### src/rtl/ram_arbiter_if.sv
// Bus bundle for ram_arbiter: two requester ports plus the RAM command/data port.
// slave = arbiter side, master = requesters and RAM side.
interface ram_arbiter_if #(
  parameter int AW = 4,
  parameter int DW = 8
) ();
  logic          req0;
  logic          req1;
  logic          we0;
  logic          we1;
  logic [AW-1:0] addr0;
  logic [AW-1:0] addr1;
  logic [DW-1:0] wdata0;
  logic [DW-1:0] wdata1;
  logic          gnt0;
  logic          gnt1;
  logic          rvalid0;
  logic          rvalid1;
  logic [DW-1:0] rdata0;
  logic [DW-1:0] rdata1;
  logic          ram_we;
  logic [AW-1:0] ram_addr;
  logic [DW-1:0] ram_din;
  logic [DW-1:0] ram_dout;
  logic          busy;

  modport slave (
    input  req0, req1, we0, we1, addr0, addr1, wdata0, wdata1, ram_dout,
    output gnt0, gnt1, rvalid0, rvalid1, rdata0, rdata1,
           ram_we, ram_addr, ram_din, busy
  );

  modport master (
    output req0, req1, we0, we1, addr0, addr1, wdata0, wdata1, ram_dout,
    input  gnt0, gnt1, rvalid0, rvalid1, rdata0, rdata1,
           ram_we, ram_addr, ram_din, busy
  );
endinterface

### src/rtl/ram_arbiter.sv
// Two-requester arbiter in front of a single-port RAM with registered read.
// Define RAM_ARB_FIXED_PRIO_EN for fixed priority (requester 0 wins); default is round-robin.
module ram_arbiter #(
  parameter int AW = 4,
  parameter int DW = 8
) (
  input  logic        clk,
  input  logic        rst,
  ram_arbiter_if.slave bus
);

  localparam logic [1:0] IDLE   = 2'd0;
  localparam logic [1:0] CMD    = 2'd1;
  localparam logic [1:0] RDWAIT = 2'd2;

  logic [1:0]    state_reg, state_next;
  logic          winner_reg;
  logic          we_reg;
  logic [AW-1:0] addr_reg;
  logic [DW-1:0] wdata_reg;
  logic          pick;
  logic          cmd_active;
  logic [1:0]    req_vec;
  logic [1:0]    gnt_vec;
  logic [1:0]    rvalid_vec;
  logic [DW-1:0] rdata_arr [2];

  assign req_vec = {bus.req1, bus.req0};

`ifdef RAM_ARB_FIXED_PRIO_EN
  assign pick = !bus.req0;
`else
  logic last_winner_reg;

  // On a tie the requester that did not win last time goes next.
  assign pick = (bus.req0 && bus.req1) ? !last_winner_reg : bus.req1;

  always_ff @(posedge clk) begin
    if (rst) begin
      last_winner_reg <= 1'b1;
    end else if (state_reg == CMD) begin
      last_winner_reg <= winner_reg;
    end
  end
`endif

  always_comb begin
    state_next = state_reg;
    case (state_reg)
      IDLE:    if (|req_vec) state_next = CMD;
      CMD:     state_next = we_reg ? IDLE : RDWAIT;
      RDWAIT:  state_next = IDLE;
      default: state_next = IDLE;
    endcase
  end

  always_ff @(posedge clk) begin
    if (rst) begin
      state_reg  <= IDLE;
      winner_reg <= 1'b0;
      we_reg     <= 1'b0;
      addr_reg   <= '0;
      wdata_reg  <= '0;
    end else begin
      state_reg <= state_next;
      if (state_reg == IDLE && |req_vec) begin
        winner_reg <= pick;
        we_reg     <= pick ? bus.we1    : bus.we0;
        addr_reg   <= pick ? bus.addr1  : bus.addr0;
        wdata_reg  <= pick ? bus.wdata1 : bus.wdata0;
      end
    end
  end

  // Reset asserted during CMD must keep the command off the RAM port.
  assign cmd_active   = (state_reg == CMD) && !rst;
  assign bus.ram_we   = cmd_active && we_reg;
  assign bus.ram_addr = cmd_active ? addr_reg  : '0;
  assign bus.ram_din  = cmd_active ? wdata_reg : '0;
  assign bus.busy     = (state_reg != IDLE);

  for (genvar gi = 0; gi < 2; gi++) begin : g_req
    logic          rvalid_reg;
    logic [DW-1:0] rdata_reg;

    always_ff @(posedge clk) begin
      if (rst) begin
        rvalid_reg <= 1'b0;
        rdata_reg  <= '0;
      end else begin
        rvalid_reg <= (state_reg == RDWAIT) && (winner_reg == 1'(gi));
        if (state_reg == RDWAIT && winner_reg == 1'(gi)) begin
          rdata_reg <= bus.ram_dout;
        end
      end
    end

    assign gnt_vec[gi]    = cmd_active && (winner_reg == 1'(gi));
    assign rvalid_vec[gi] = rvalid_reg;
    assign rdata_arr[gi]  = rdata_reg;
  end

  assign bus.gnt0    = gnt_vec[0];
  assign bus.gnt1    = gnt_vec[1];
  assign bus.rvalid0 = rvalid_vec[0];
  assign bus.rvalid1 = rvalid_vec[1];
  assign bus.rdata0  = rdata_arr[0];
  assign bus.rdata1  = rdata_arr[1];

endmodule

### src/flat_wrapper.sv
// flat-port wrapper written by rule: the top's interface ports become plain ports
module ram_arbiter_flat 
#(
  parameter int AW = 4,
  parameter int DW = 8
)
  (clk, rst, bus_req0, bus_req1, bus_we0, bus_we1, bus_addr0, bus_addr1, bus_wdata0, bus_wdata1, bus_ram_dout, bus_gnt0, bus_gnt1, bus_rvalid0, bus_rvalid1, bus_rdata0, bus_rdata1, bus_ram_we, bus_ram_addr, bus_ram_din, bus_busy);
  ram_arbiter_if #(.AW(AW), .DW(DW)) bus_i ();
  input  logic clk;
  input  logic rst;
  input wire logic [$bits(bus_i.req0)-1:0] bus_req0;
  input wire logic [$bits(bus_i.req1)-1:0] bus_req1;
  input wire logic [$bits(bus_i.we0)-1:0] bus_we0;
  input wire logic [$bits(bus_i.we1)-1:0] bus_we1;
  input wire logic [$bits(bus_i.addr0)-1:0] bus_addr0;
  input wire logic [$bits(bus_i.addr1)-1:0] bus_addr1;
  input wire logic [$bits(bus_i.wdata0)-1:0] bus_wdata0;
  input wire logic [$bits(bus_i.wdata1)-1:0] bus_wdata1;
  input wire logic [$bits(bus_i.ram_dout)-1:0] bus_ram_dout;
  output wire logic [$bits(bus_i.gnt0)-1:0] bus_gnt0;
  output wire logic [$bits(bus_i.gnt1)-1:0] bus_gnt1;
  output wire logic [$bits(bus_i.rvalid0)-1:0] bus_rvalid0;
  output wire logic [$bits(bus_i.rvalid1)-1:0] bus_rvalid1;
  output wire logic [$bits(bus_i.rdata0)-1:0] bus_rdata0;
  output wire logic [$bits(bus_i.rdata1)-1:0] bus_rdata1;
  output wire logic [$bits(bus_i.ram_we)-1:0] bus_ram_we;
  output wire logic [$bits(bus_i.ram_addr)-1:0] bus_ram_addr;
  output wire logic [$bits(bus_i.ram_din)-1:0] bus_ram_din;
  output wire logic [$bits(bus_i.busy)-1:0] bus_busy;
  assign bus_i.req0 = bus_req0;
  assign bus_i.req1 = bus_req1;
  assign bus_i.we0 = bus_we0;
  assign bus_i.we1 = bus_we1;
  assign bus_i.addr0 = bus_addr0;
  assign bus_i.addr1 = bus_addr1;
  assign bus_i.wdata0 = bus_wdata0;
  assign bus_i.wdata1 = bus_wdata1;
  assign bus_i.ram_dout = bus_ram_dout;
  assign bus_gnt0 = bus_i.gnt0;
  assign bus_gnt1 = bus_i.gnt1;
  assign bus_rvalid0 = bus_i.rvalid0;
  assign bus_rvalid1 = bus_i.rvalid1;
  assign bus_rdata0 = bus_i.rdata0;
  assign bus_rdata1 = bus_i.rdata1;
  assign bus_ram_we = bus_i.ram_we;
  assign bus_ram_addr = bus_i.ram_addr;
  assign bus_ram_din = bus_i.ram_din;
  assign bus_busy = bus_i.busy;
  ram_arbiter #(.AW(AW), .DW(DW)) u_core (.clk(clk), .rst(rst), .bus(bus_i));
endmodule
### config.mk
export PLATFORM = sky130hd
export DESIGN_NAME = ram_arbiter_flat
export DESIGN_NICKNAME = d
export VERILOG_FILES = /design/src/rtl/ram_arbiter_if.sv /design/src/rtl/ram_arbiter.sv /design/src/flat_wrapper.sv
export SDC_FILE = /design/constraint.sdc
export NUM_CORES = 1
export LEC_CHECK = 0
export CAP_MARGIN = 20
export CORE_MARGIN = 2
export CORE_UTILIZATION = 38
export CTS_BUF_LIST = sky130_fd_sc_hd__clkbuf_4 sky130_fd_sc_hd__clkbuf_8
export DETAILED_ROUTE_END_ITERATION = 8
export PLACE_DENSITY = 0.79
export SLEW_MARGIN = 20
export SYNTH_ARGS = -nofsm -noshare
export SYNTH_HDL_FRONTEND = slang
export SYNTH_SLANG_ARGS = --single-unit
### constraint.sdc
create_clock -name clk -period 1.6 [get_ports clk]
set_input_delay 0.48 -clock clk [delete_from_list [all_inputs] [get_ports clk]]
set_output_delay 0.48 -clock clk [all_outputs]
set_load 0.02 [all_outputs]
======== Yosys cells after proc, flatten, opt, wreduce, memory -nomap -nowiden ========
Index checks and enable logic that the tools add are counted.
word-level totals
  output and inout port bits .............. 34
  register bits after elaboration ......... 35
  bits of input ports ..................... 38
  logic and storage cells ................. 36
operators by class
  reduce and logical (&&, ||, !) cells .... 13
  equal/unequal tests ..................... 3
  multiplexer cells ....................... 9
  bitwise operators ....................... 1
operators by type and width
  cell                                                 number
  2-to-1 mux 8 bit                                     2
  logical AND 1 bit                                    8
  2-to-1 mux 4 bit                                     2
  2-to-1 mux 2 bit                                     2
  one-hot mux 2 bit (2 select lines)                   1
  equality test 2 x 1 -> 1 bit, second input constant  1
  equality test 2 bit, second input constant           1
  logical NOT 1 bit                                    2
  logical NOT 2 bit                                    1
  2-to-1 mux 1 bit                                     2
  inequality test 2 bit, second input constant         1
  nonzero test 2 bit                                   1
  OR reduction 2 bit                                   1
  NOT 1 bit                                            1

======== Logic depth before layout (Yosys ltp) ========
Gate-level depths: netlist of run 1.
  depth after elaboration ................. 3
  gate-level depth with buffers ........... 5
  gate-level depth less buffers ........... 4

======== Worst setup path before layout of run 1 ========
No wires, ideal clock.
  path kind ............................... input to output
  start ................................... input rst
  end ..................................... output bus_gnt0
  slack ................................... -0.250 ns
  stages on the path ...................... 3
  arrival ................................. 1.370 ns
  path buffers ............................ 2
  required time ........................... 1.120 ns
  cells stage by stage .................... clkbuf_1 -> buf_1 -> nor3_1
between the ends
  cells in the longest elaborated chain, start to end .. 3
RTL lines
  element             line                text
  start: declaration  flat_wrapper.sv:10  input logic rst;
  logical NOT 1 bit   ram_arbiter.sv:76   assign cmd_active = (state_reg == CMD) && !rst;
  logical AND 1 bit   ram_arbiter.sv:76
  logical AND 1 bit   ram_arbiter.sv:98   assign gnt_vec[gi] = cmd_active && (winner_reg == 1'(gi));
  end: declaration    flat_wrapper.sv:20  output wire logic [$bits(bus_i.gnt0)-1:0] bus_gnt0;
No other way between the ends.

======== Final worst setup path of run 1 ========
  start ................................... register u_core.state_reg[1]
  end ..................................... output bus_ram_din[4]
between the ends
  cells in the longest elaborated chain, start to end .. 3
RTL lines
  element                       line                text
  start: declaration            ram_arbiter.sv:16   logic [1:0] state_reg, state_next;
  start signal: assignment      ram_arbiter.sv:65   state_reg <= state_next;
  equality test 2 x 1 -> 1 bit  ram_arbiter.sv:76
  logical AND 1 bit             ram_arbiter.sv:76
  2-to-1 mux 8 bit              ram_arbiter.sv:79   assign bus.ram_din = cmd_active ? wdata_reg : '0;
  end: declaration              flat_wrapper.sv:28  output wire logic [$bits(bus_i.ram_din)-1:0] bus_ram_din;
No other way between the ends.

==> results of run 1 <==
## stage by stage
step / total power [mW] / worst slack [ps]
global placement: 1.44 / -935
CTS: 2.17 / -179
floorplan: 1.21 / -1.34
detailed placement: 1.45 / -964
global route: 2.26 / -207
finish: 2.18 / -172
## kinds of logic after synthesis
logic type / count (synthesis) / synth area share [%]
and+or+nand+nor: 71 / 22.2
DFF: 35 / 46.7
AOI/OAI and AO/OA: 30 / 14.9
muxes: 17 / 11.4
buffers and inverters: 13 / 4.76
## what timing repair did
action / CTS / global route
pin swaps: 1 / 2
endpoints found under the setup margin: 35 / 18
buffers inserted: 2 / 1
resized for setup: 119 / 9
## area by class of cell
type	instances	area, um^2
Multi-Input combinational cell	118	792
Sequential cell	35	702
Inverter	1	3.75
Timing Repair Buffer	92	905
Fill cell	320	1150
Clock buffer	8	104
Tap cell	48	60.1
## metal layers
layer | share of wire (%) | GRT usage (%) | up-vias
met4 | 2.0 | 8.42 | 0
met2 | 53 | 37.6 | 40
met5 | 0 | 0 | -
li1 | - | - | 746
met3 | 3.8 | 4.05 | 8
met1 | 41 | 24.6 | 695
## worst min-delay path by stage
stage | slack (ps) | endpoint
3_5_place_dp | 490 | u_core.bus.rdata0[5]$_SDFFE_PP0P_
4_1_cts | 500 | u_core.bus.rdata0[5]$_SDFFE_PP0P_
6_report | 500 | u_core.bus.rdata1[2]$_SDFFE_PP0P_
5_1_grt | 530 | u_core.wdata_reg[4]$_SDFFE_PP0P_
3_3_place_gp | 470 | u_core.bus.rdata0[5]$_SDFFE_PP0P_
2_1_floorplan | 420 | u_core.state_reg[1]$_SDFFE_PP0P_
## worst register-to-register path, cell delays in order (launching register included)
cell and delay, ps:
dfxtp_1 340, buf_4 160, nor2_4 90, inv_2 50
buf_4 130, nor2_2 190, buf_4 190, a311oi_2 90
## cell usage in the layout, fill, tap and decap left out, types with 2 or more instances in the layout
master and instances:
a21oi_1 14, a311oi_1 11, a311oi_2 2, and2_2 6, and2_4 7, buf_12 3
buf_4 17, buf_6 17, clkbuf_8 7, clkdlybuf4s50_1 35, dfxtp_1 34, dlygate4sd2_1 18
mux2i_1 17, nand2_1 27, nor2_1 18, nor2_4 2, nor3_1 2
## power by group
group	total, mW	internal [mW]	switching, mW	leakage [nW]
registers	0.963	0.930	0.0339	0.287
clock network	0.720	0.410	0.311	0.0549
logic	0.493	0.271	0.222	0.850
total	2.18	1.61	0.566	1.19
==> run_results.csv, run 1 <==
group,metric,value,unit
run_status,status,"complete, but fails checks",
run_status,violations,"setup timing",
die,dieArea,4460,um^2
critical_path,cp-end-kind,"output pin",
final_layout,nets,291,
min_path,hold_path_class,"reg -> reg",
drt,drc,0,
synthesis,ys_async_sr_fraction,0,%
final_layout,syn_to_final_growth,71.2,%
die,fp.dieH,66.8,um
synthesis,synth_most_common_cell,"dfxtp_1",
power,peakVddDrop,0.000594,V
sta,setup-tns-final,-2340,ps
synthesis,yosys-top-cells-area,"dfxtp_1 (47%), mux2i_1 (11%), a311oi_1 (7.0%), nand2_1 (6.8%), and2_1 (5.8%)",
clocking,numCtsBuffers,5,
global_routing,grt_pass1_wl,7030,um
global_routing,grt_max_degree,20,
drt,num_vias,1489,
drt,drt-pass1-iter-count,4,
die,start_util,40.3,%
synthesis,synth_top_area_share,46.7,%
global_routing,grt_usage,21.1,%
sta,layout_min_cycle_time,1770,ps
min_path,whs_path_depth,2,
sta,timing_hold_violations_final,0,
final_layout,fin_util,69.1,%
sta,setup_ws,-172,ps
clocking,clk_pin_slew,70,ps
drt,ant_nets,0,
synthesis,synthDistinctLibCells,25,
job,cap_violations,0,
critical_path,path_cells,"nand2b_4 -> nor2_4 -> buf_12 -> and2_2 -> buf_6",
sta,maxSlewHeadroom,83.6,%
die,core_area,3720,um^2
global_routing,grt_pass1_vias,1517,
drt,via_per_inst,4.93,
sta,setup_viol,15,
final_layout,antenna_cells,0,
die,die_x,66.8,um
critical_path,arrival,1290,ps
final_layout,fin_area,2570,um^2
critical_path,cp.depth,5,
synthesis,yosysTopAreaCell,"dfxtp_1",
drt,wire_per_inst,14.5,um
placed_design,globalplace.congestion,0.779,
sta,worst_slew_pin_slew,246,ps
synthesis,ys_warn_count,0,
synthesis,ys_ff_latch,35,
sta,rsz0062_at_grt,"true",
global_routing,antenna_found_initial,0,
sta,timing.hold.ws,497,ps
critical_path,r2r_start,"u_core.state_reg[0]$_SDFFE_PP0P_",
placed_design,placed_area,2410,um^2
sta,max_freq,0.564,GHz
sta,final.setup_skew,1.97,ps
synthesis,synthFlopType,"dfxtp_1",
critical_path,r2r_slack,230,ps
die,row_count,22,
placed_design,numPortBuffers,71,
final_layout,stdcell_count,302,
clocking,clock_latency,290,ps
die,ios,72,
critical_path,slowest_delay,320,ps
clocking,ctsHtreeMaxLevel,2,
clocking,cts_tree,"built",
synthesis,syn_area,1500,um^2
critical_path,startpoint,"u_core.state_reg[1]$_SDFFE_PP0P_",
min_path,hp-start,"u_core.bus.rdata1[2]$_SDFFE_PP0P_",
critical_path,r2r_end,"u_core.wdata_reg[2]$_SDFFE_PP0P_",
critical_path,reg2reg_depth,7,
critical_path,worstPathMaxFanout,14,
synthesis,synth_cells,166,
clocking,clk_path_buf_depth,2,
drt,drt-initial-drc-count,82,
power,p_per_area,848,nW/um^2
critical_path,path_buf_inv,2,
critical_path,cp_top_family,"simple AND/OR/NAND/NOR gates",
sta,fin_crit_sh,111,%
critical_path,worst_path_max_delay_cell,"dfxtp_2",
synthesis,avgSynthCellArea,9.03,um^2
critical_path,critPathKind,"reg -> out",
synthesis,ys_top_cells_by_count,"dfxtp_1 (35), nand2_1 (27), nor2_1 (19)",
drt,drt-total-wl,4370,um
placed_design,dp_hpwl,3060,um
sta,slew_violations,0,
synthesis,synth_fp_nets,204,
clocking,cts_hold_buffers,0,
synthesis,ys_seq_area_share,46.7,%
final_layout,drive_above_1_share,28.3,%
synthesis,synth_edf_count,0,
clocking,cts-root-buf,"clkbuf_8",
critical_path,crit_path_end,"bus_ram_din[4]",
global_routing,grt_overflow_total,0,
placed_design,dp_cells,292,
clocking,clock_sinks,35,
power,p_leak,1.19,nW
critical_path,worstSetupStartpointType,"flip-flop",
critical_path,required,1120,ps
Note: power is estimated with default switching activity, not from simulation.
==> inputs of run 2 (changes only) <==
==> constraint.sdc (replaced) <==
create_clock -name clk -period 1.6 [get_ports clk]
set_input_delay 0.16 -clock clk [delete_from_list [all_inputs] [get_ports clk]]
set_output_delay 0.16 -clock clk [all_outputs]
set_load 0.02 [all_outputs]
==> run 2 against run 1 <==
The flow now finishes without violations. Largest cell class unchanged. Critical endpoint is now bus_ram_din[7]. Clock skew rose by 1.6 ps. Worst setup slack gained 240 ps. Largest power group unchanged. Die area did not move. Flip-flop and latch count is the same. First-iteration DRC count shrank 49%.
==> run_results.csv, run 2 (synthesis results as in run 1) <==
group,metric,value,unit
drt,drt-total-wl,3970,um
global_routing,grt_pass1_vias,1319,
global_routing,grt_pass1_wl,6020,um
power,peakVddDrop,0.000645,V
final_layout,fin_util,63.1,%
power,p_leak,1.01,nW
die,ios,72,
clocking,cts_hold_buffers,0,
power,pwr-share-clk,33.7,%
sta,setup_viol,0,
critical_path,required,1440,ps
placed_design,globalplace.congestion,0.872,
min_path,hold_path_class,"in -> reg",
final_layout,antenna_cells,0,
die,row_count,22,
drt,num_vias,1419,
sta,maxSlewHeadroom,63.7,%
drt,drt-initial-drc-count,42,
placed_design,dp_hpwl,2770,um
die,dieArea,4460,um^2
power,p_per_area,884,nW/um^2
final_layout,syn_to_final_growth,56.4,%
power,p_comb_share,19.8,%
sta,slew_violations,0,
clocking,clk_path_buf_depth,2,
sta,layout_min_cycle_time,1530,ps
final_layout,final_common_cell,"clkdlybuf4s50_1",
die,start_util,40.3,%
final_layout,nets,283,
clocking,cts-root-buf,"clkbuf_8",
clocking,clk_pin_slew,70,ps
run_status,status,"complete, no violations",
sta,setup_ws,66.2,ps
power,switching_share,26.0,%
sta,final.setup_skew,3.52,ps
critical_path,critPathKind,"reg -> out",
clocking,clock_latency,280,ps
sta,worst_slew_pin_slew,544,ps
drt,wire_per_inst,13.5,um
global_routing,grt_usage,18.0,%
die,fp.dieH,66.8,um
job,cap_violations,0,
final_layout,drive_above_1_share,18.3,%
drt,drc,0,
clocking,clock_sinks,35,
critical_path,worstSetupStartpointType,"flip-flop",
power,cell_internal_pwr,1.53,mW
placed_design,place_ws,-259,ps
clocking,numCtsBuffers,5,
sta,max_freq,0.652,GHz
placed_design,numPortBuffers,71,
global_routing,antenna_found_initial,0,
global_routing,grt_max_degree,19,
power,pwr-share-seq,46.5,%
critical_path,cp-end-kind,"output pin",
die,die_x,66.8,um
placed_design,dp_cells,285,
final_layout,mostFrequentLayoutCells,"clkdlybuf4s50_1 (55), dfxtp_1 (35), nand2_1 (27)",
critical_path,worstPathMaxFanout,7,
final_layout,stdcell_count,294,
global_routing,grt_overflow_total,0,
power,p_sw,0.540,mW
drt,ant_nets,0,
die,core_area,3720,um^2
drt,via_per_inst,4.83,
clocking,ctsHtreeMaxLevel,2,
sta,fin_crit_sh,95.9,%
critical_path,arrival,1370,ps
drt,drt-pass1-iter-count,4,
sta,timing_hold_violations_final,0,
clocking,cts_tree,"built",
run 2: cell types whose count changed in the layout (fill, tap and decap cells not counted), sizes merged:
cell           previous run  this run
buf                      38        27
clkdlybuf4s50            35        55
clkinvlp                  0         1
dlygate4sd2              18         1
dlymetal6s2s              1         0
run 2: routing by layer:
| metal | global-route usage (%) | vias to the layer above | wire, um |
|---|---|---|---|
| li1 | - | 725 | - |
| met3 | 3.89 | 6 | 184 |
| met1 | 23.5 | 649 | 1780 |
| met2 | 29.0 | 39 | 1940 |
| met4 | 6.63 | 0 | 60 |
| met5 | 0 | - | 0 |
run 2: cell type report:
| cell class | instances | area [um^2] |
|---|---|---|
| fill | 347 | 1370 |
| timing repair buffer | 84 | 739 |
| multi-input combinational | 118 | 737 |
| sequential | 35 | 701 |
| clock buffer | 7 | 96.3 |
| tap | 48 | 60.1 |
| clock inverter | 1 | 7.51 |
| inverter | 1 | 3.75 |
run 2: path summary, 6_finish.rpt:
check	start	to	slack [ps]	cells after the start
max	u_core.state_reg[1]$_SDFFE_PP0P_	bus_ram_din[7]	70	5
min	bus_wdata1[7]	u_core.wdata_reg[7]$_SDFFE_PP0P_	450	3
max reg2reg	u_core.state_reg[0]$_SDFFE_PP0P_	u_core.we_reg$_SDFFE_PP0P_	170	5
min reg2reg	u_core.we_reg$_SDFFE_PP0P_	u_core.state_reg[1]$_SDFFE_PP0P_	480	1
run 2: what timing repair did:
action / CTS / global route
gates cloned: 0 / 1
setup buffers: 0 / 0
gates resized for setup: 49 / 19
setup endpoints to repair: 16 / 10
run 2: worst max-delay path, cell delays in order (launching register included):
cell and delay, ps:
dfxtp_1 310, nand2b_2 210, nor2_4 130, buf_6 150, and2_1 140, buf_2 160
run 2: metrics by stage:
step	hold slack, ps	total power, mW	cell area (um^2)	setup TNS, ps
6_report	450	2.07	2340	0
5_1_grt	462	2.16	2340	-12.0
4_1_cts	441	2.09	2380	0
3_5_place_dp	472	1.39	2290	-3680
3_3_place_gp	469	1.39	2290	-3220
2_1_floorplan	304	1.19	1500	0
run 2: power groups by stage:
stage / registers [mW] / logic, mW / clock network [mW]
after floorplan: 0.986 / 0.206 / 0
after global placement: 0.981 / 0.408 / 0
after detailed placement: 0.982 / 0.413 / 0
after CTS: 0.962 / 0.407 / 0.717
after global routing: 0.969 / 0.449 / 0.746
final: 0.964 / 0.410 / 0.699
==> inputs of run 3 (changes only) <==
--- a/config.mk
+++ b/config.mk
@@ -11,6 +11,7 @@
 export CTS_BUF_LIST = sky130_fd_sc_hd__clkbuf_4 sky130_fd_sc_hd__clkbuf_8
 export DETAILED_ROUTE_END_ITERATION = 8
 export PLACE_DENSITY = 0.79
+export SKIP_LAST_GASP = 1
 export SLEW_MARGIN = 20
 export SYNTH_ARGS = -nofsm -noshare
 export SYNTH_HDL_FRONTEND = slang
==> run 3 against run 2 <==
Sequential share of layout area fell by 0.66 points. Critical path type unchanged. Global-route usage did not move. Die area did not move. Clock skew barely moved. Flip-flop and latch count did not move. Count of clock-buffer cells in the layout did not move. Combinational power barely moved. The flow now finishes with violations (setup timing).
==> run_results.csv, run 3 (synthesis results as in run 1) <==
group,metric,value,unit
run_status,status,"complete, but fails checks",
run_status,violations,"setup timing",
sta,final.setup_skew,3.11,ps
critical_path,required,1440,ps
drt,wire_per_inst,13.3,um
placed_design,numPortBuffers,71,
critical_path,reg2reg_depth,5,
sta,timing_hold_violations_final,0,
final_layout,nets,283,
die,core_area,3720,um^2
clocking,cts_tree,"built",
critical_path,critPathKind,"reg -> out",
drt,drt-initial-drc-count,39,
min_path,whs_path_depth,3,
global_routing,grt_overflow_total,0,
clocking,clock_sinks,35,
power,p_per_area,865,nW/um^2
drt,via_per_inst,4.82,
global_routing,grt_pass1_vias,1322,
global_routing,grt_pass1_wl,6020,um
global_routing,antenna_found_initial,0,
sta,timing.hold.ws,451,ps
drt,ant_nets,0,
clocking,cts-root-buf,"clkbuf_8",
clocking,ctsHtreeMaxLevel,2,
placed_design,globalplace.congestion,0.872,
final_layout,drive_above_1_share,18.3,%
sta,layout_min_cycle_time,1610,ps
final_layout,syn_to_final_growth,59.9,%
power,p_leak,0.990,nW
final_layout,mostFrequentLayoutCells,"clkdlybuf4s50_1 (55), dfxtp_1 (35), nand2_1 (27)",
sta,maxSlewHeadroom,63.6,%
drt,drc,0,
sta,setup_viol,5,
die,die_x,66.8,um
die,dieArea,4460,um^2
drt,num_vias,1417,
sta,setup_ws,-11.7,ps
sta,fin_crit_sh,101,%
placed_design,dp_hpwl,2770,um
placed_design,dp_cells,285,
min_path,hold_path_class,"in -> reg",
critical_path,cp-end-kind,"output pin",
power,peakVddDrop,0.000646,V
job,cap_violations,0,
critical_path,r2r_slack,170,ps
global_routing,grt_usage,18.0,%
final_layout,antenna_cells,0,
critical_path,worstPathMaxFanout,7,
critical_path,worstSetupStartpointType,"flip-flop",
drt,drt-total-wl,3910,um
drt,drt-pass1-iter-count,4,
global_routing,grt_max_degree,19,
die,start_util,40.3,%
clocking,numCtsBuffers,5,
die,row_count,22,
clocking,clk_pin_slew,70,ps
die,ios,72,
sta,max_freq,0.620,GHz
clocking,clk_path_buf_depth,2,
sta,worst_slew_pin_slew,546,ps
sta,rsz0062_at_grt,"true",
die,fp.dieH,66.8,um
clocking,clock_latency,270,ps
sta,slew_violations,0,
critical_path,arrival,1450,ps
clocking,post_cts_buffers,0,
final_layout,stdcell_count,294,
final_layout,final_common_cell,"clkdlybuf4s50_1",
-- run 3: cell count changes in the layout (fill, tap and decap cells not counted), sizes merged --
cell and delta:
buf -10, clkbuf +1, clkdlybuf4s15 +9
-- run 3: critical path: stages, from the launching register on --
cell	delay, ps
dfxtp_1	310
nand2b_2	210
nor2_4	130
buf_6	140
and2_1	130
clkdlybuf4s15_2	260
-- run 3: area by class of cell --
cell class | count | area, um^2
multi-input cells | 118 | 737
clock inverters | 1 | 7.51
clock buffers | 7 | 96.3
repair buffers | 84 | 792
flip-flops and latches | 35 | 701
fillers | 343 | 1320
inverters | 1 | 3.75
well taps | 48 | 60.1
-- run 3: worst paths after layout --
path / from / endpoint
worst min-delay path: bus_wdata1[7] / u_core.wdata_reg[7]$_SDFFE_PP0P_
worst min register to register: u_core.we_reg$_SDFFE_PP0P_ / u_core.state_reg[1]$_SDFFE_PP0P_
worst max register to register: u_core.state_reg[0]$_SDFFE_PP0P_ / u_core.we_reg$_SDFFE_PP0P_
worst max-delay path: u_core.state_reg[1]$_SDFFE_PP0P_ / bus_ram_din[7]
-- run 3: metrics by stage --
stage	TNS [ps]	power, mW	area (um^2)	utilization, %	setup WS [ps]
6_report	-40.6	2.07	2400	64.5	-11.7
2_1_floorplan	0	1.19	1500	-	333
3_5_place_dp	-3680	1.39	2290	61.7	-259
4_1_cts	-105	2.09	2410	64.8	-86.0
3_3_place_gp	-3220	1.39	2290	61.7	-232
5_1_grt	-673	2.17	2400	64.5	-85.5
-- run 3: timing repair --
| item | 4_1_cts | 5_1_grt |
|---|---|---|
| endpoints found under the hold margin | 0 | 0 |
| resized for setup | 42 | 14 |
| setup endpoints to repair | 16 | 15 |
| hold buffers | 0 | 0 |
| cloned | 0 | 1 |
-- run 3: per-layer routing --
metal  GRT usage (%)  part of all wire [%]  up-vias
met4            6.63                   1.5        0
met3            3.89                   3.3        6
li1                -                     -      725
met2            29.1                    49       30
met1            23.4                    46      656
met5               0                     0        -
-- run 3: report_power, final --
part | switching (mW) | total, mW | internal, mW
Sequential | 0.0349 | 0.964 | 0.929
Clock | 0.306 | 0.698 | 0.391
Combinational | 0.196 | 0.413 | 0.217
Total | 0.538 | 2.07 | 1.54
==> RTL edit 1 (config.mk and constraints of run 3) <==
Build with the macro `RAM_ARB_FIXED_PRIO_EN` defined.
--- a/src/rtl/ram_arbiter.sv
+++ b/src/rtl/ram_arbiter.sv
@@ -1,5 +1,7 @@
 // Two-requester arbiter in front of a single-port RAM with registered read.
 // Define RAM_ARB_FIXED_PRIO_EN for fixed priority (requester 0 wins); default is round-robin.
+`define RAM_ARB_FIXED_PRIO_EN
+
 module ram_arbiter #(
   parameter int AW = 4,
   parameter int DW = 8
Function: changed (a bounded check fails within 4 cycles, from zero or initial values and one cycle with rst high).
==> RTL edit 1 against run 3 <==
Routed wire length up 1.2%; setup slack better by 0.0015 ns; sequential cell count down 1; core utilization down 2.4 points; clock power down 4.7%; synthesized area down 0.67%; cell area down 3.7%; total power down 3.7%; the flow still finishes with violations (setup timing).
==> RTL edit 1: results <==
[synthesis]
syn_area_per_cell_sq_um = 10.2
synth.net_count = 184
ys_warn_count = 0
synth_compound_area_share_pct = 15.1
synth_area_leaders = "dfxtp_1 46%, mux2i_1 19%, a211oi_2 8.4%"
synth_seq_area_share_pct = 45.7
synth_commonest_cells = "34 x dfxtp_1, 29 x mux2i_1, 18 x nor2_1"
muxShareOfSynthArea_pct = 19.5
synth_cell_types = 17
synth-xor-area-share_pct = 0
synthAdderAreaFrac_pct = 0

[layout]
finalNonFillerCells = 273
final_layout_size_suffix_gt1_share_pct = 21.3
final_nets = 262

[placement]
dp.final_hpwl_um = 2830
gp_congestion = 0.653

[critical_path]
arrival_ns = 1.45
crit_slowest_cell = "dfxtp_1"
r2r_slack_ns = 0.21
cpPeakStageDelay_ns = 0.33

[drt]
drt_first_iter_violations = 60
drtPass1Iterations = 4
routed_via_density = 4.86
wirelength_um = 3960

[clock_network]
clk_path_buf_depth = 2
ctsHtreeMaxLevel = 2
cts_root_buffer = "clkbuf_8"
clock_latency_ns = 0.29

[timing]
relSlewSlack_pct = 73.6
setup_ws_ns = -0.0102
fin_skew_ns = 0.00486
setup_viol = 1

[global_routing]
grt_pass1_wl_um = 6350
antenna_found_initial = 0
grt_pass1_vias = 1403
grt_max_degree = 34
grt.total_usage_pct = 19.1

[status]
violations = "setup timing"
status = "complete, but fails checks"

[pwr]
leakage_nw = 1.00
peakVddDrop_mv = 0.499

[worst_hold_path]
holdCritPathClass = "flop to flop"
[RTL edit 1: timing repair]
| item | in CTS | in global routing |
|---|---|---|
| buffers inserted | 0 | 1 |
| setup endpoints to repair | 16 | 11 |
| cloned | 1 | 0 |
| pin swaps | 1 | 1 |
| resized for setup | 54 | 11 |
[RTL edit 1: cell type report]
cell class,count,area [sq um]
fillers,335,1410
multi-input cells,98,738
repair buffers,84,732
flip-flops and latches,34,681
clock buffers,6,82.6
well taps,48,60.1
clock inverters,2,12.5
inverters,1,3.75
[RTL edit 1: logic make-up (layout without fill, tap and decap cells)]
family,count (synthesis),count (layout)
AND/OR/NAND/NOR,41,41
flip-flops,34,34
multiplexers,29,29
AO/OA/AOI/OAI,28,28
buffers and inverters,14,93
[RTL edit 1: worst paths after layout]
check	startpoint	endpoint	cells past startpoint
worst min register to register	u_core.we_reg	u_core.state_reg[1]	1
worst max register to register	u_core.state_reg[1]	u_core.addr_reg[0]	5
worst max-delay path	u_core.state_reg[1]	bus_ram_din[7]	5
worst min-delay path	u_core.we_reg	u_core.state_reg[1]	1
[RTL edit 1: critical path: cells and delay by family (launching register included)]
kind / cells / cell delay (ns)
flops: 1 / 0.33
buf+inv: 3 / 0.48
simple gates: 2 / 0.35
[RTL edit 1: through the flow]
stage	hold WS (ns)	setup WS (ns)	utilization [%]	cell area (sq um)	setup TNS [ns]
5_1_grt	0.481	-0.0969	62.2	2310	-0.141
4_1_cts	0.467	-0.0237	63.8	2370	-0.0237
6_report	0.458	-0.0102	62.2	2310	-0.0102
2_1_floorplan	0.304	0.251	-	1490	0
3_5_place_dp	0.449	-0.336	61.1	2270	-4.64
3_3_place_gp	0.456	-0.292	61.1	2270	-4.12
[RTL edit 1: layer usage]
metal | track usage (%) | wire length, um
met5 | 0 | 0
met3 | 4.56 | 215
met2 | 33.5 | 2000
met4 | 8.16 | 69
met1 | 21.8 | 1680
[RTL edit 1: power by group]
part           internal [mW]  switching, mW  leakage [nW]
sequential             0.900         0.0299         0.278
combinational          0.214          0.189         0.679
clock                  0.346          0.319        0.0472
total                   1.46          0.538          1.00
==> RTL edit 2 (flow settings as in run 3) <==
Without the edit above. Make the reset (`rst`) asynchronous in 3 clocked blocks.
--- a/src/rtl/ram_arbiter.sv
+++ b/src/rtl/ram_arbiter.sv
@@ -35,7 +35,7 @@
   // On a tie the requester that did not win last time goes next.
   assign pick = (bus.req0 && bus.req1) ? !last_winner_reg : bus.req1;
 
-  always_ff @(posedge clk) begin
+  always_ff @(posedge clk or posedge rst) begin
     if (rst) begin
       last_winner_reg <= 1'b1;
     end else if (state_reg == CMD) begin
@@ -54,7 +54,7 @@
     endcase
   end
 
-  always_ff @(posedge clk) begin
+  always_ff @(posedge clk or posedge rst) begin
     if (rst) begin
       state_reg  <= IDLE;
       winner_reg <= 1'b0;
@@ -83,7 +83,7 @@
     logic          rvalid_reg;
     logic [DW-1:0] rdata_reg;
 
-    always_ff @(posedge clk) begin
+    always_ff @(posedge clk or posedge rst) begin
       if (rst) begin
         rvalid_reg <= 1'b0;
         rdata_reg  <= '0;
Behaviour: differs if rst is asserted again (counterexample within 4 cycles, from zero or initial values and one cycle with rst high); with rst held inactive, the same outputs for 10 cycles.
==> RTL edit 2 against run 3 <==
Cell area rose by 8.2%; setup slack improved by 0.060 ns; worst hold slack got worse by 0.019 ns; register-to-register slack worse by 0.12 ns; routed wire length is 6.9% lower; synthesized area rose by 10%; sequential cell count unchanged.
Power is not compared: it rests on default switching activity, and its combinational part moved more than twofold at a synthesized area within 25%.
==> RTL edit 2: results <==
[drt]
drtPass1Iterations = 3
wirelength_um = 3640
dr_wl_met2_um = 1770
dr_wl_met3_um = 331
dr_total_vias = 1174
drt_first_iter_violations = 46
m1WireLength_um = 1500

[critical_path]
regToRegEndpoint = "u_core.wdata_reg[2]"
arrival_ns = 1.39
critical_path.endpoint = "bus_ram_din[1]"
r2r_slack_ns = 0.05
crit_slowest_cell = "dfrtp_1"
crit_fanout = 7
cpPeakStageDelay_ns = 0.40
reg2reg_from = "u_core.state_reg[1]"

[synthesis]
muxShareOfSynthArea_pct = 33.3
synthFlopType = "dfrtp_1"
synth_area_leaders = "dfrtp_1 51%, mux2_4 16%, mux2_2 16%"
synthArstFlopShare_pct = 100
syn_area_per_cell_sq_um = 14.9
synth.net_count = 149
synth_seq_area_share_pct = 53.0
synth_area_leader_cell = "dfrtp_1"
synth_cell_types = 21

[layout]
seqCellArea_sq_um = 877
biggestCellCategory = "flip-flops and latches"
inv_count = 3
seq_cells = 35
layout.nonclk_buf_share_pct = 31.3
multi_input_area_share_pct = 28.7
num-fill-cells = 317
seq_share_pct = 33.8
clkCellAreaFrac_pct = 3.42

[status]
status = "finished, final reports clean"

[placement]
gp_congestion = 0.830
dp.final_hpwl_um = 2700
dpl_worst_slack_ns = -0.195
dp_cells = 238

[global_routing]
use_met1_pct = 17.6
grt_pass1_vias = 1277
met2_usage_pct = 27.9
grt_pass1_wl_um = 6080
grt.total_usage_pct = 15.9
gr-usage-met3_pct = 6.35

[timing]
relSlewSlack_pct = 76.9
timing.final.crit_share_pct = 97.0
fin_skew_ns = 0.00781

[clock_network]
clock_latency_ns = 0.29
postCtsResizedCells = 77
post_cts_buffers = 2

[floorplanning]
die_w_um = 70.0
-- RTL edit 2: cell count changes after synthesis, sizes merged, moves of 13 or more --
cell / before / now
dfrtp: 0 / 34
nand2: 27 / 1
nor2: 21 / 4
mux2: 0 / 42
mux2i: 17 / 1
dfxtp: 35 / 0
a21oi: 14 / 0
a311oi: 13 / 0
-- RTL edit 2: worst min-delay path by stage --
stage                                 endpoint  slack [ns]  cells past startpoint
after floorplan             u_core.addr_reg[0]        0.31                      1
after global placement     u_core.state_reg[1]        0.45                      1
after detailed placement   u_core.state_reg[1]        0.44                      1
after CTS                 u_core.bus.rdata0[0]        0.43                      4
after global routing        u_core.addr_reg[3]        0.47                      4
final                       u_core.addr_reg[1]        0.43                      4
-- RTL edit 2: report_power, final --
group	internal (mW)	switching [mW]
clock network	0.302	0.323
registers	1.34	0.256
logic	1.47	1.07
-- RTL edit 2: tightest hold or removal path: stages --
cell and delay, ns:
clkdlybuf4s50_1 0.46, buf_4 0.17, inv_1 0.06, buf_4 0.24
